[config.mk]
export PLATFORM = sky130hd
export DESIGN_NAME = depth_histo_th_engine_flat
export DESIGN_NICKNAME = d
export VERILOG_FILES = /design/src/rtl/depth_histo_th_engine_pkg.sv /design/src/rtl/depth_histo_th_engine_if.sv /design/src/rtl/depth_histo_th_engine_scan.sv /design/src/rtl/depth_histo_th_engine.sv /design/src/flat_wrapper.sv
export SDC_FILE = /design/constraint.sdc
export NUM_CORES = 2
export LEC_CHECK = 0
export BUFFER_PORTS_ARGS = -buffer_cell sky130_fd_sc_hd__buf_2
export CAP_MARGIN = 15
export CORE_MARGIN = 3
export CORE_UTILIZATION = 40
export CTS_CLUSTER_DIAMETER = 60
export CTS_CLUSTER_SIZE = 28
export DETAILED_ROUTE_END_ITERATION = 7
export GPL_TIMING_DRIVEN = 0
export PLACE_DENSITY = 0.67
export SLEW_MARGIN = 25
export SYNTH_ARGS = -nofsm -noshare
export SYNTH_HDL_FRONTEND = slang
export SYNTH_SLANG_ARGS = --single-unit
[constraint.sdc]
create_clock -name i_CLK -period 12.2 [get_ports i_CLK]
set_input_delay 1.83 -clock i_CLK [delete_from_list [all_inputs] [get_ports i_CLK]]
set_output_delay 1.83 -clock i_CLK [all_outputs]
set_load 0.05 [all_outputs]
[src/rtl/depth_histo_th_engine_pkg.sv]
// Shared defaults and FSM state encoding for the depth histogram threshold engine.
package depth_histo_th_engine_pkg;

  localparam int dflt_depth_bit        = 12;
  localparam int dflt_bin_bit          = 8;
  localparam int dflt_histo_sram_d_bit = 20;
  localparam int dflt_th_num           = 4;
  localparam int dflt_frac_bit         = 8;
  localparam int dflt_dim_bit          = 11;

  typedef enum logic [2:0] {
    IDLE,
    CLEAR,
    ACCUM,
    SCAN,
    DONE
  } state_t;

endpackage

[src/rtl/depth_histo_th_engine_if.sv]
// Frame control, depth input stream, threshold output and HISTO SRAM port bundle.
// master = frame source / SRAM macro side, slave = engine side.
interface depth_histo_th_engine_if #(
  parameter int p_depth_bit        = depth_histo_th_engine_pkg::dflt_depth_bit,
  parameter int p_bin_bit          = depth_histo_th_engine_pkg::dflt_bin_bit,
  parameter int p_histo_sram_d_bit = depth_histo_th_engine_pkg::dflt_histo_sram_d_bit,
  parameter int p_th_num           = depth_histo_th_engine_pkg::dflt_th_num,
  parameter int p_frac_bit         = depth_histo_th_engine_pkg::dflt_frac_bit,
  parameter int p_dim_bit          = depth_histo_th_engine_pkg::dflt_dim_bit
) ();

  logic [p_dim_bit-1:0]              width;
  logic [p_dim_bit-1:0]              height;
  logic                              frame_start;
  logic [p_th_num*p_frac_bit-1:0]    th_frac;
  logic                              depth_vld;
  logic                              depth_rdy;
  logic [p_depth_bit-1:0]            depth;
  logic                              out_vld;
  logic                              out_rdy;
  logic [p_th_num*p_depth_bit-1:0]   histo_th;
  logic                              sram_wen;
  logic [p_bin_bit-1:0]              sram_a;
  logic [p_histo_sram_d_bit-1:0]     sram_d;
  logic [p_histo_sram_d_bit-1:0]     sram_q;
  logic                              busy;

  modport master (
    output width, height, frame_start, th_frac, depth_vld, depth, out_rdy, sram_q,
    input  depth_rdy, out_vld, histo_th, sram_wen, sram_a, sram_d, busy
  );

  modport slave (
    input  width, height, frame_start, th_frac, depth_vld, depth, out_rdy, sram_q,
    output depth_rdy, out_vld, histo_th, sram_wen, sram_a, sram_d, busy
  );

endinterface

[src/rtl/depth_histo_th_engine_scan.sv]
// Walks the per-bin count stream, accumulates the cumulative count and resolves each
// percentile threshold at the first bin reaching its target; results publish on the last bin.
module depth_histo_th_engine_scan #(
  parameter int p_depth_bit        = depth_histo_th_engine_pkg::dflt_depth_bit,
  parameter int p_bin_bit          = depth_histo_th_engine_pkg::dflt_bin_bit,
  parameter int p_histo_sram_d_bit = depth_histo_th_engine_pkg::dflt_histo_sram_d_bit,
  parameter int p_th_num           = depth_histo_th_engine_pkg::dflt_th_num,
  parameter int p_dim_bit          = depth_histo_th_engine_pkg::dflt_dim_bit
) (
  input  logic                                   clk,
  input  logic                                   rst,
  input  logic                                   clr,
  input  logic                                   q_vld,
  input  logic [p_bin_bit-1:0]                   q_bin,
  input  logic [p_histo_sram_d_bit-1:0]          q,
  input  logic [p_th_num-1:0][2*p_dim_bit-1:0]   target,
  output logic [p_th_num*p_depth_bit-1:0]        th
);

  localparam int cum_bit = 2 * p_dim_bit + 1;
  localparam int shift   = p_depth_bit - p_bin_bit;

  logic [cum_bit-1:0]                      cum, cum_nxt;
  logic [p_th_num-1:0]                     found, found_nxt;
  logic [p_th_num-1:0][p_depth_bit-1:0]    th_work, th_nxt;
  logic [p_depth_bit-1:0]                  bin_th;
  logic                                    last;

  // The last bin forces any unresolved threshold, which only happens once counts saturate.
  always_comb begin
    cum_nxt   = cum + cum_bit'(q);
    bin_th    = p_depth_bit'(q_bin) << shift;
    last      = (q_bin == '1);
    found_nxt = found;
    th_nxt    = th_work;
    for (int k = 0; k < p_th_num; k++) begin
      if (!found[k] && ((cum_nxt >= cum_bit'(target[k])) || last)) begin
        found_nxt[k] = 1'b1;
        th_nxt[k]    = bin_th;
      end
    end
  end

  always_ff @(posedge clk or posedge rst) begin
    if (rst) begin
      cum     <= '0;
      found   <= '0;
      th_work <= '0;
      th      <= '0;
    end else if (clr) begin
      cum   <= '0;
      found <= '0;
    end else if (q_vld) begin
      cum     <= cum_nxt;
      found   <= found_nxt;
      th_work <= th_nxt;
      if (last) th <= th_nxt;
    end
  end

endmodule

[src/rtl/depth_histo_th_engine.sv]
// Builds a binned depth histogram in the external HISTO SRAM by read-modify-write, then
// scans it for run-time percentile thresholds. Best case one pixel per two cycles.
module depth_histo_th_engine
  import depth_histo_th_engine_pkg::*;
#(
  parameter int p_depth_bit        = dflt_depth_bit,
  parameter int p_bin_bit          = dflt_bin_bit,
  parameter int p_histo_sram_d_bit = dflt_histo_sram_d_bit,
  parameter int p_th_num           = dflt_th_num,
  parameter int p_frac_bit         = dflt_frac_bit,
  parameter int p_dim_bit          = dflt_dim_bit
) (
  input  logic                   i_CLK,
  input  logic                   i_RST,
  depth_histo_th_engine_if.slave bus
);

  localparam int n_bins   = 1 << p_bin_bit;
  localparam int tot_bit  = 2 * p_dim_bit;
  localparam int prod_bit = tot_bit + p_frac_bit;
  localparam logic [p_bin_bit:0] last_bin = (p_bin_bit + 1)'(n_bins - 1);
  localparam logic [p_bin_bit:0] scan_end = (p_bin_bit + 1)'(n_bins);
  localparam logic [p_histo_sram_d_bit-1:0] cnt_max = '1;

  state_t                                state;
  logic [tot_bit-1:0]                    total, total_in, pix_cnt;
  logic [p_th_num-1:0][tot_bit-1:0]      target, target_in;
  logic [prod_bit-1:0]                   prod;
  logic [p_bin_bit:0]                    sweep;
  logic                                  wr_phase;
  logic [p_bin_bit-1:0]                  bin_q, depth_bin;
  logic                                  q_vld;
  logic [p_bin_bit-1:0]                  q_bin;
  logic                                  out_vld;
  logic [p_histo_sram_d_bit-1:0]         q_inc;

  assign depth_bin     = bus.depth[p_depth_bit-1 -: p_bin_bit];
  assign q_inc         = (bus.sram_q == cnt_max) ? cnt_max : bus.sram_q + 1'b1;
  assign bus.depth_rdy = (state == ACCUM) && !wr_phase;
  assign bus.out_vld   = out_vld;
  assign bus.busy      = (state != IDLE);

  always_comb begin
    total_in  = tot_bit'(bus.width) * tot_bit'(bus.height);
    prod      = '0;
    target_in = '0;
    for (int k = 0; k < p_th_num; k++) begin
      prod         = prod_bit'(total_in) * prod_bit'(bus.th_frac[k*p_frac_bit +: p_frac_bit]);
      target_in[k] = prod[prod_bit-1:p_frac_bit];
    end
  end

  // Read address follows the live sample in the RD phase so Q lands in the WR phase.
  always_comb begin
    bus.sram_wen = 1'b1;
    bus.sram_a   = '0;
    bus.sram_d   = '0;
    case (state)
      CLEAR: begin
        bus.sram_wen = 1'b0;
        bus.sram_a   = sweep[p_bin_bit-1:0];
      end
      ACCUM: begin
        if (wr_phase) begin
          bus.sram_wen = 1'b0;
          bus.sram_a   = bin_q;
          bus.sram_d   = q_inc;
        end else begin
          bus.sram_a = depth_bin;
        end
      end
      SCAN:    bus.sram_a = sweep[p_bin_bit-1:0];
      default: ;
    endcase
  end

  always_ff @(posedge i_CLK or posedge i_RST) begin
    if (i_RST) begin
      state    <= IDLE;
      total    <= '0;
      target   <= '0;
      pix_cnt  <= '0;
      sweep    <= '0;
      wr_phase <= 1'b0;
      bin_q    <= '0;
      q_vld    <= 1'b0;
      q_bin    <= '0;
      out_vld  <= 1'b0;
    end else begin
      q_vld <= 1'b0;
      case (state)
        IDLE: begin
          if (bus.frame_start) begin
            total   <= total_in;
            target  <= target_in;
            pix_cnt <= '0;
            sweep   <= '0;
            state   <= CLEAR;
          end
        end
        CLEAR: begin
          if (sweep == last_bin) begin
            sweep <= '0;
            state <= (total == '0) ? SCAN : ACCUM;
          end else begin
            sweep <= sweep + 1'b1;
          end
        end
        ACCUM: begin
          if (!wr_phase) begin
            if (bus.depth_vld) begin
              bin_q    <= depth_bin;
              wr_phase <= 1'b1;
            end
          end else begin
            wr_phase <= 1'b0;
            pix_cnt  <= pix_cnt + 1'b1;
            if (pix_cnt + 1'b1 == total) state <= SCAN;
          end
        end
        SCAN: begin
          // Q of the previous address is valid this cycle; one extra cycle drains bin N-1.
          q_vld <= (sweep != scan_end);
          q_bin <= sweep[p_bin_bit-1:0];
          if (sweep == scan_end) begin
            sweep   <= '0;
            out_vld <= 1'b1;
            state   <= DONE;
          end else begin
            sweep <= sweep + 1'b1;
          end
        end
        DONE: begin
          if (bus.out_rdy) begin
            out_vld <= 1'b0;
            state   <= IDLE;
          end
        end
        default: state <= IDLE;
      endcase
    end
  end

  depth_histo_th_engine_scan #(
    .p_depth_bit        (p_depth_bit),
    .p_bin_bit          (p_bin_bit),
    .p_histo_sram_d_bit (p_histo_sram_d_bit),
    .p_th_num           (p_th_num),
    .p_dim_bit          (p_dim_bit)
  ) u_scan (
    .clk    (i_CLK),
    .rst    (i_RST),
    .clr    (state == CLEAR),
    .q_vld  (q_vld),
    .q_bin  (q_bin),
    .q      (bus.sram_q),
    .target (target),
    .th     (bus.histo_th)
  );

endmodule

[src/flat_wrapper.sv]
// flat-port wrapper written by rule: the top's interface ports become plain ports
module depth_histo_th_engine_flat import depth_histo_th_engine_pkg::*;
#(
  parameter int p_depth_bit        = dflt_depth_bit,
  parameter int p_bin_bit          = dflt_bin_bit,
  parameter int p_histo_sram_d_bit = dflt_histo_sram_d_bit,
  parameter int p_th_num           = dflt_th_num,
  parameter int p_frac_bit         = dflt_frac_bit,
  parameter int p_dim_bit          = dflt_dim_bit
)
  (i_CLK, i_RST, bus_width, bus_height, bus_frame_start, bus_th_frac, bus_depth_vld, bus_depth, bus_out_rdy, bus_sram_q, bus_depth_rdy, bus_out_vld, bus_histo_th, bus_sram_wen, bus_sram_a, bus_sram_d, bus_busy);
  depth_histo_th_engine_if #(.p_depth_bit(p_depth_bit), .p_bin_bit(p_bin_bit), .p_histo_sram_d_bit(p_histo_sram_d_bit), .p_th_num(p_th_num), .p_frac_bit(p_frac_bit), .p_dim_bit(p_dim_bit)) bus_i ();
  input  logic i_CLK;
  input  logic i_RST;
  input wire logic [$bits(bus_i.width)-1:0] bus_width;
  input wire logic [$bits(bus_i.height)-1:0] bus_height;
  input wire logic [$bits(bus_i.frame_start)-1:0] bus_frame_start;
  input wire logic [$bits(bus_i.th_frac)-1:0] bus_th_frac;
  input wire logic [$bits(bus_i.depth_vld)-1:0] bus_depth_vld;
  input wire logic [$bits(bus_i.depth)-1:0] bus_depth;
  input wire logic [$bits(bus_i.out_rdy)-1:0] bus_out_rdy;
  input wire logic [$bits(bus_i.sram_q)-1:0] bus_sram_q;
  output wire logic [$bits(bus_i.depth_rdy)-1:0] bus_depth_rdy;
  output wire logic [$bits(bus_i.out_vld)-1:0] bus_out_vld;
  output wire logic [$bits(bus_i.histo_th)-1:0] bus_histo_th;
  output wire logic [$bits(bus_i.sram_wen)-1:0] bus_sram_wen;
  output wire logic [$bits(bus_i.sram_a)-1:0] bus_sram_a;
  output wire logic [$bits(bus_i.sram_d)-1:0] bus_sram_d;
  output wire logic [$bits(bus_i.busy)-1:0] bus_busy;
  assign bus_i.width = bus_width;
  assign bus_i.height = bus_height;
  assign bus_i.frame_start = bus_frame_start;
  assign bus_i.th_frac = bus_th_frac;
  assign bus_i.depth_vld = bus_depth_vld;
  assign bus_i.depth = bus_depth;
  assign bus_i.out_rdy = bus_out_rdy;
  assign bus_i.sram_q = bus_sram_q;
  assign bus_depth_rdy = bus_i.depth_rdy;
  assign bus_out_vld = bus_i.out_vld;
  assign bus_histo_th = bus_i.histo_th;
  assign bus_sram_wen = bus_i.sram_wen;
  assign bus_sram_a = bus_i.sram_a;
  assign bus_sram_d = bus_i.sram_d;
  assign bus_busy = bus_i.busy;
  depth_histo_th_engine #(.p_depth_bit(p_depth_bit), .p_bin_bit(p_bin_bit), .p_histo_sram_d_bit(p_histo_sram_d_bit), .p_th_num(p_th_num), .p_frac_bit(p_frac_bit), .p_dim_bit(p_dim_bit)) u_core (.i_CLK(i_CLK), .i_RST(i_RST), .bus(bus_i));
endmodule
# Yosys cells after proc, flatten, opt, wreduce, memory -nomap -nowiden
# Cells that the tools add are included.
# classes
n_addsub	4
multipliers	5
order_cmp	4
n_eq_ne	16
muxes	40
bitwise	2
n_reduce_logical	38
# ops
cell	count
22-bit by 8-bit multiplier with 30-bit output	4
23-bit by 22-bit greater-or-equal comparator with 1-bit output	4
20-bit 2-to-1 mux	3
12-bit 2-to-1 mux	4
23-bit 2-to-1 mux	2
22-bit 2-to-1 mux	2
22-bit case mux with 2 select lines	1
9-bit 2-to-1 mux	3
9-bit case mux with 3 select lines	1
23-bit by 20-bit adder with 23-bit output	1
22-bit by 1-bit adder with 22-bit output, second input constant	1
22-bit == test	1
22-bit zero test	1
11-bit by 11-bit multiplier with 22-bit output	1
20-bit by 1-bit adder with 20-bit output, second input constant	1
20-bit == test, second input constant	1
3-bit 2-to-1 mux	6
8-bit case mux with 2 select lines	1
3-bit case mux with 5 select lines	1
2-bit AND reduction	7
2-bit nonzero test	7
3-bit AND reduction	4
1-bit 2-to-1 mux	11
9-bit by 1-bit adder with 9-bit output, second input constant	1
other kinds (20)	40
# word_totals
reg_bits	286
input_bits	91
output_inout_bits	80
wordCells	132

# Longest topological paths before layout
# logic_depth
ltp_word	7
depth_mapped	39
ltp_nobuf	37

# By module
# A second synthesis with hierarchy kept.
# unflattened
cells_unflattened	4449
hier_area_um2	39930.8
# modules_own_cells
module	instances	cells_per_inst	area_each_um2	seq_area_each_um2
depth_histo_th_engine	1	3576	31943.1	4078.9
depth_histo_th_engine_scan	1	873	7987.7	3078.0

# Worst setup path after synthesis
# No wires, ideal clock.
# synth_timing
kind	input-to-reg
startpoint	in bus_height[2]
endpoint	reg u_core.target[21] (netlist bit)
t_arrival_ns	10.463
t_required_ns	12.067
setup_slack_ns	1.604
path_stages	37
n_path_buf	2
path_cell_list	clkbuf_1 nand2_1 fa_1 inv_1 fa_1 fa_1 fa_1 inv_1 fa_1 inv_1 ha_1 a2111oi_0 nor2b_1 nor3_1 o21a_1 o21a_1 nor2_1 xnor2_1 clkbuf_1 and2_1 fa_1 fa_1 fa_1 inv_1 fa_1 inv_1 ha_1 a21o_1 a21o_1 a21o_1 a21o_1 a21oi_1 o21ai_0 a31o_2 a21oi_1 xnor2_1 o21ai_0
# synth_via
elab_chain_cells	2
# synth_rtl
element	line	rtl
start, declared	flat_wrapper.sv:16	input wire logic [$bits(bus_i.height)-1:0] bus_height;
11-bit by 11-bit multiplier with 22-bit output	depth_histo_th_engine.sv:44	total_in = tot_bit'(bus.width) * tot_bit'(bus.height);
22-bit by 8-bit multiplier with 30-bit output	depth_histo_th_engine.sv:48	prod = prod_bit'(total_in) * prod_bit'(bus.th_frac[k*p_frac_bit +: p_frac_bit]);
end signal, assigned	depth_histo_th_engine.sv:95	target <= target_in;
end, declared	depth_histo_th_engine.sv:27	logic [p_th_num-1:0][tot_bit-1:0] target, target_in;
# No other way between the ends.
# A chain may end at the register's enable or synchronous reset.

# Worst setup path in the final report
# layout_timing
startpoint	in bus_width[5]
endpoint	reg u_core.target[18] (netlist bit)
# layout_via
elab_chain_cells	2
# layout_rtl
element	line	rtl
start, declared	flat_wrapper.sv:15	input wire logic [$bits(bus_i.width)-1:0] bus_width;
11-bit by 11-bit multiplier with 22-bit output	depth_histo_th_engine.sv:44	
22-bit by 8-bit multiplier with 30-bit output	depth_histo_th_engine.sv:48	
# No other way between the ends.

==> results.py <==
metrics = {
    "run_status": {
        "status": "finished clean",
    },
    "timing": {
        "rsz0062_at_grt": "false",
        "slew_headroom_pct": 25.4,
        "fin_crit_ns": 11.72,
        "timing.final.crit_share_pct": 96.1,
        "hold_viol": 0,
        "finalSetupViolations": 0,
        "max_clock_freq_ghz": 0.0853,
        "drv_slew": 0,
        "skew_ns": 0.0192,
        "worst_slew_pin_slew_ns": 1.11,
    },
    "clocking": {
        "post_cts_buffers": 0,
        "clockBufferDepth": 3,
        "clock_sinks": 286,
        "cts_tree": "built",
        "clk_latency_ns": 0.54,
        "numCtsBuffers": 19,
        "hold_buffers": 0,
        "cts_resized": 0,
        "htree_levels": 1,
        "clk_pin_slew_ns": 0.10,
        "root_buffer": "clkbuf_16",
    },
    "grt": {
        "grt_pass1_wl_mm": 181,
        "grt_use_total_pct": 22.3,
        "antenna_found_initial": 16,
        "grt.overflow.total": 0,
        "grt_max_degree": 98,
        "grt_pass1_vias": 31600,
    },
    "synthesis": {
        "yosys_warnings": 0,
        "syn_nets": 5397,
        "seq_area_frac_synth_pct": 18.1,
        "synth_edf_count": 0,
        "synthCells": 4387,
        "avgSynthCellArea_sq_um": 9.03,
        "synth_flop_cell": "dfrtp_1",
        "syn_area_sq_um": 39600,
        "synth_largest_area_cell": "fa_1",
        "ys_ff_latch": 286,
        "synth-async-reset-ratio_pct": 100,
        "synth_area_leaders": "fa_1 (28%), dfrtp_1 (18%), ha_1 (11%), and2_1 (8.0%), inv_1 (6.3%)",
        "synth.top_cell.area_share_pct": 28.2,
        "synth_cell_types": 73,
    },
    "worst_hold_path": {
        "worstHoldPathType": "flop to flop",
    },
    "critical_path": {
        "crit_top_cell": "fa_1",
        "cp_slowest_cell": "xnor2_1",
        "critPathRequiredTime_ns": 12.61,
        "cp_top_family": "adder cells",
        "end_kind": "flop",
        "critical_path_class": "input pin to flop",
        "cp.arrival_ns": 12.13,
        "cp_num_buf_inv": 10,
        "crit_path_start_kind": "input pin",
        "cp_max_fo": 10,
        "slowest_delay_ns": 0.62,
    },
    "die": {
        "dieArea_sq_um": 103000,
        "fp.dieH_um": 321,
        "chipWidth_um": 321,
        "io_pins": 171,
        "rows": 114,
        "core_area_sq_um": 97400,
        "initial_utilization_pct": 40.7,
    },
    "routing": {
        "drt_iter0_drc": 2036,
        "vias_per_cell": 5.26,
        "wl_per_cell_um": 19.5,
        "vias": 30929,
        "wl_mm": 115,
        "drcViolationCount": 0,
        "drtPass1Iterations": 7,
        "ant_nets": 0,
    },
    "cells_and_area": {
        "n_fill_cell": 9502,
        "drive_gt1_share_pct": 6.36,
        "final_util_pct": 44.0,
        "area_growth_syn_to_layout_pct": 8.35,
        "finalNetCount": 5587,
    },
    "placement": {
        "place_congestion": 0.938,
        "dpl.hpwl_mm": 94.4,
        "port_buffers": 166,
    },
    "flow_run": {
        "cap_violations": 0,
    },
}
through the flow:
stage	hold slack (ns)	instances	setup TNS [ns]	setup WS [ns]	cell area, sq um
2_1_floorplan	0.449	4387	0	1.60	39600
3_5_place_dp	0.468	5832	-0.857	-0.144	42200
3_3_place_gp	0.459	5829	-237.04	-0.850	42000
5_1_grt	0.507	5869	0	0.00340	42900
4_1_cts	0.490	5865	0	0.397	42900
6_report	0.485	5877	0	0.477	42900
per-layer routing:
layer  track usage (%)  up-vias  routed length (um)
met5                 0        -                  96
met3              3.75      221                8760
met1              30.5    15312               49700
met4              7.47       12                4310
met2              36.1     1141               51700
li1                  -    14243                   -
logic make-up after synthesis:
kind of cell | Yosys count | share of synthesized area, %
AND/OR/NAND/NOR | 1462 | 18.8
adder cells (fa/ha/maj) | 919 | 39.6
buffers and inverters | 889 | 8.46
AO/OA/AOI/OAI | 572 | 8.88
flip-flops | 286 | 18.1
XOR/XNOR | 174 | 3.87
multiplexers | 85 | 2.36
flip-flops by register name, indices dropped and copies added (netlist names), 3 cells and up:
register	count
u_core.bin_q	8
u_core.pix_cnt	22
u_core.q_bin	8
u_core.state	3
u_core.sweep	9
u_core.target	88
u_core.total	22
u_core.u_scan.cum	23
u_core.u_scan.found	4
u_core.u_scan.th	48
u_core.u_scan.th_work	48
cell usage after synthesis, drive strengths merged, types with 3 or more instances:
library cell	number
inv	662
fa	557
nand2	531
and2	510
ha	362
dfrtp	286
clkbuf	218
o21ai	185
nor2	149
a21oi	141
xnor2	103
a21o	76
xor2	71
nor2b	59
mux2	51
nand3	49
a31oi	44
and3	34
mux2i	34
nand4	34
nor3	29
o31ai	22
o21a	21
nand2b	17
o211ai	14
nor4	13
o21bai	10
or3	10
buf	9
a211oi	7
and4	7
a2111oi	6
a211o	6
or4	6
nand3b	5
o2111ai	5
a22o	4
a31o	4
nor3b	4
o221ai	4
o22ai	4
a41oi	3
o31a	3
worst reg2reg max path, stage by stage (launching register included):
cell and delay (ns):
dfrtp_1 0.39, ha_1 0.21, fa_1 0.43, a21o_1 0.19, a21oi_1 0.23, o21bai_1 0.14, a2111oi_0 0.61, o41a_1 0.44
o21bai_1 0.14, xor2_1 0.78, ha_1 0.39, a21o_1 0.17, a21o_1 0.17, a21oi_1 0.15, nor2_1 0.05, a2111oi_0 0.39
o21ai_0 0.19, a31o_2 0.28, a31oi_2 0.31, buf_2 0.30, mux2_2 0.37
layout make-up:
cell class / instances / area (sq um) / area share [%]
Multi-Input combinational cell: 3212 / 29200 / 68.0
Sequential cell: 286 / 7160 / 16.7
Inverter: 662 / 2490 / 5.81
Tap cell: 1276 / 1600 / 3.72
Timing Repair Buffer: 169 / 913 / 2.13
Buffer: 227 / 868 / 2.02
Clock buffer: 19 / 475 / 1.11
Clock inverter: 14 / 211 / 0.493
Antenna cell: 12 / 30.0 / 0.0700
path summary, 6_finish.rpt:
check	from	endpoint	slack [ns]	cells past startpoint
worst max-delay path	bus_width[5]	u_core.target[18]$_DFFE_PP0P_	0.48	37
worst min-delay path	u_core.target[78]$_DFFE_PP0P_	u_core.target[78]$_DFFE_PP0P_	0.48	2
worst max register to register	u_core.u_scan.cum[0]$_DFFE_PP0P_	u_core.u_scan.th_work[16]$_DFFE_PP0P_	5.77	20
worst min register to register	u_core.target[78]$_DFFE_PP0P_	u_core.target[78]$_DFFE_PP0P_	0.48	2
max in group asynchronous	i_RST	u_core.bin_q[0]$_DFFE_PP0P_	9.77	4
min in group asynchronous	i_RST	u_core.u_scan.cum[7]$_DFFE_PP0P_	1.31	2
layout by cell type (no fill, tap or decap), types with 6 or more instances in the layout:
master	n
or3_1	10
a31oi_1	43
nor2_1	148
diode_2	12
nand4_1	32
or4_1	6
mux2_2	45
clkbuf_1	214
fa_1	557
and3_1	34
buf_2	172
o21a_1	21
o21ai_0	184
and4_1	7
o31ai_1	22
nand2_1	531
inv_1	661
o211ai_1	13
dfrtp_1	286
nand3_1	49
xor2_1	68
xnor2_1	98
mux2i_1	34
a211oi_1	6
and2_1	509
nor2b_1	59
clkbuf_16	19
nand2b_1	17
a21o_1	76
o21bai_1	10
a21oi_1	140
nor3_1	28
ha_1	362
nor4_1	12
Power is not shown: default switching activity piles up to over one toggle a cycle in this logic, so the estimate is an artifact.
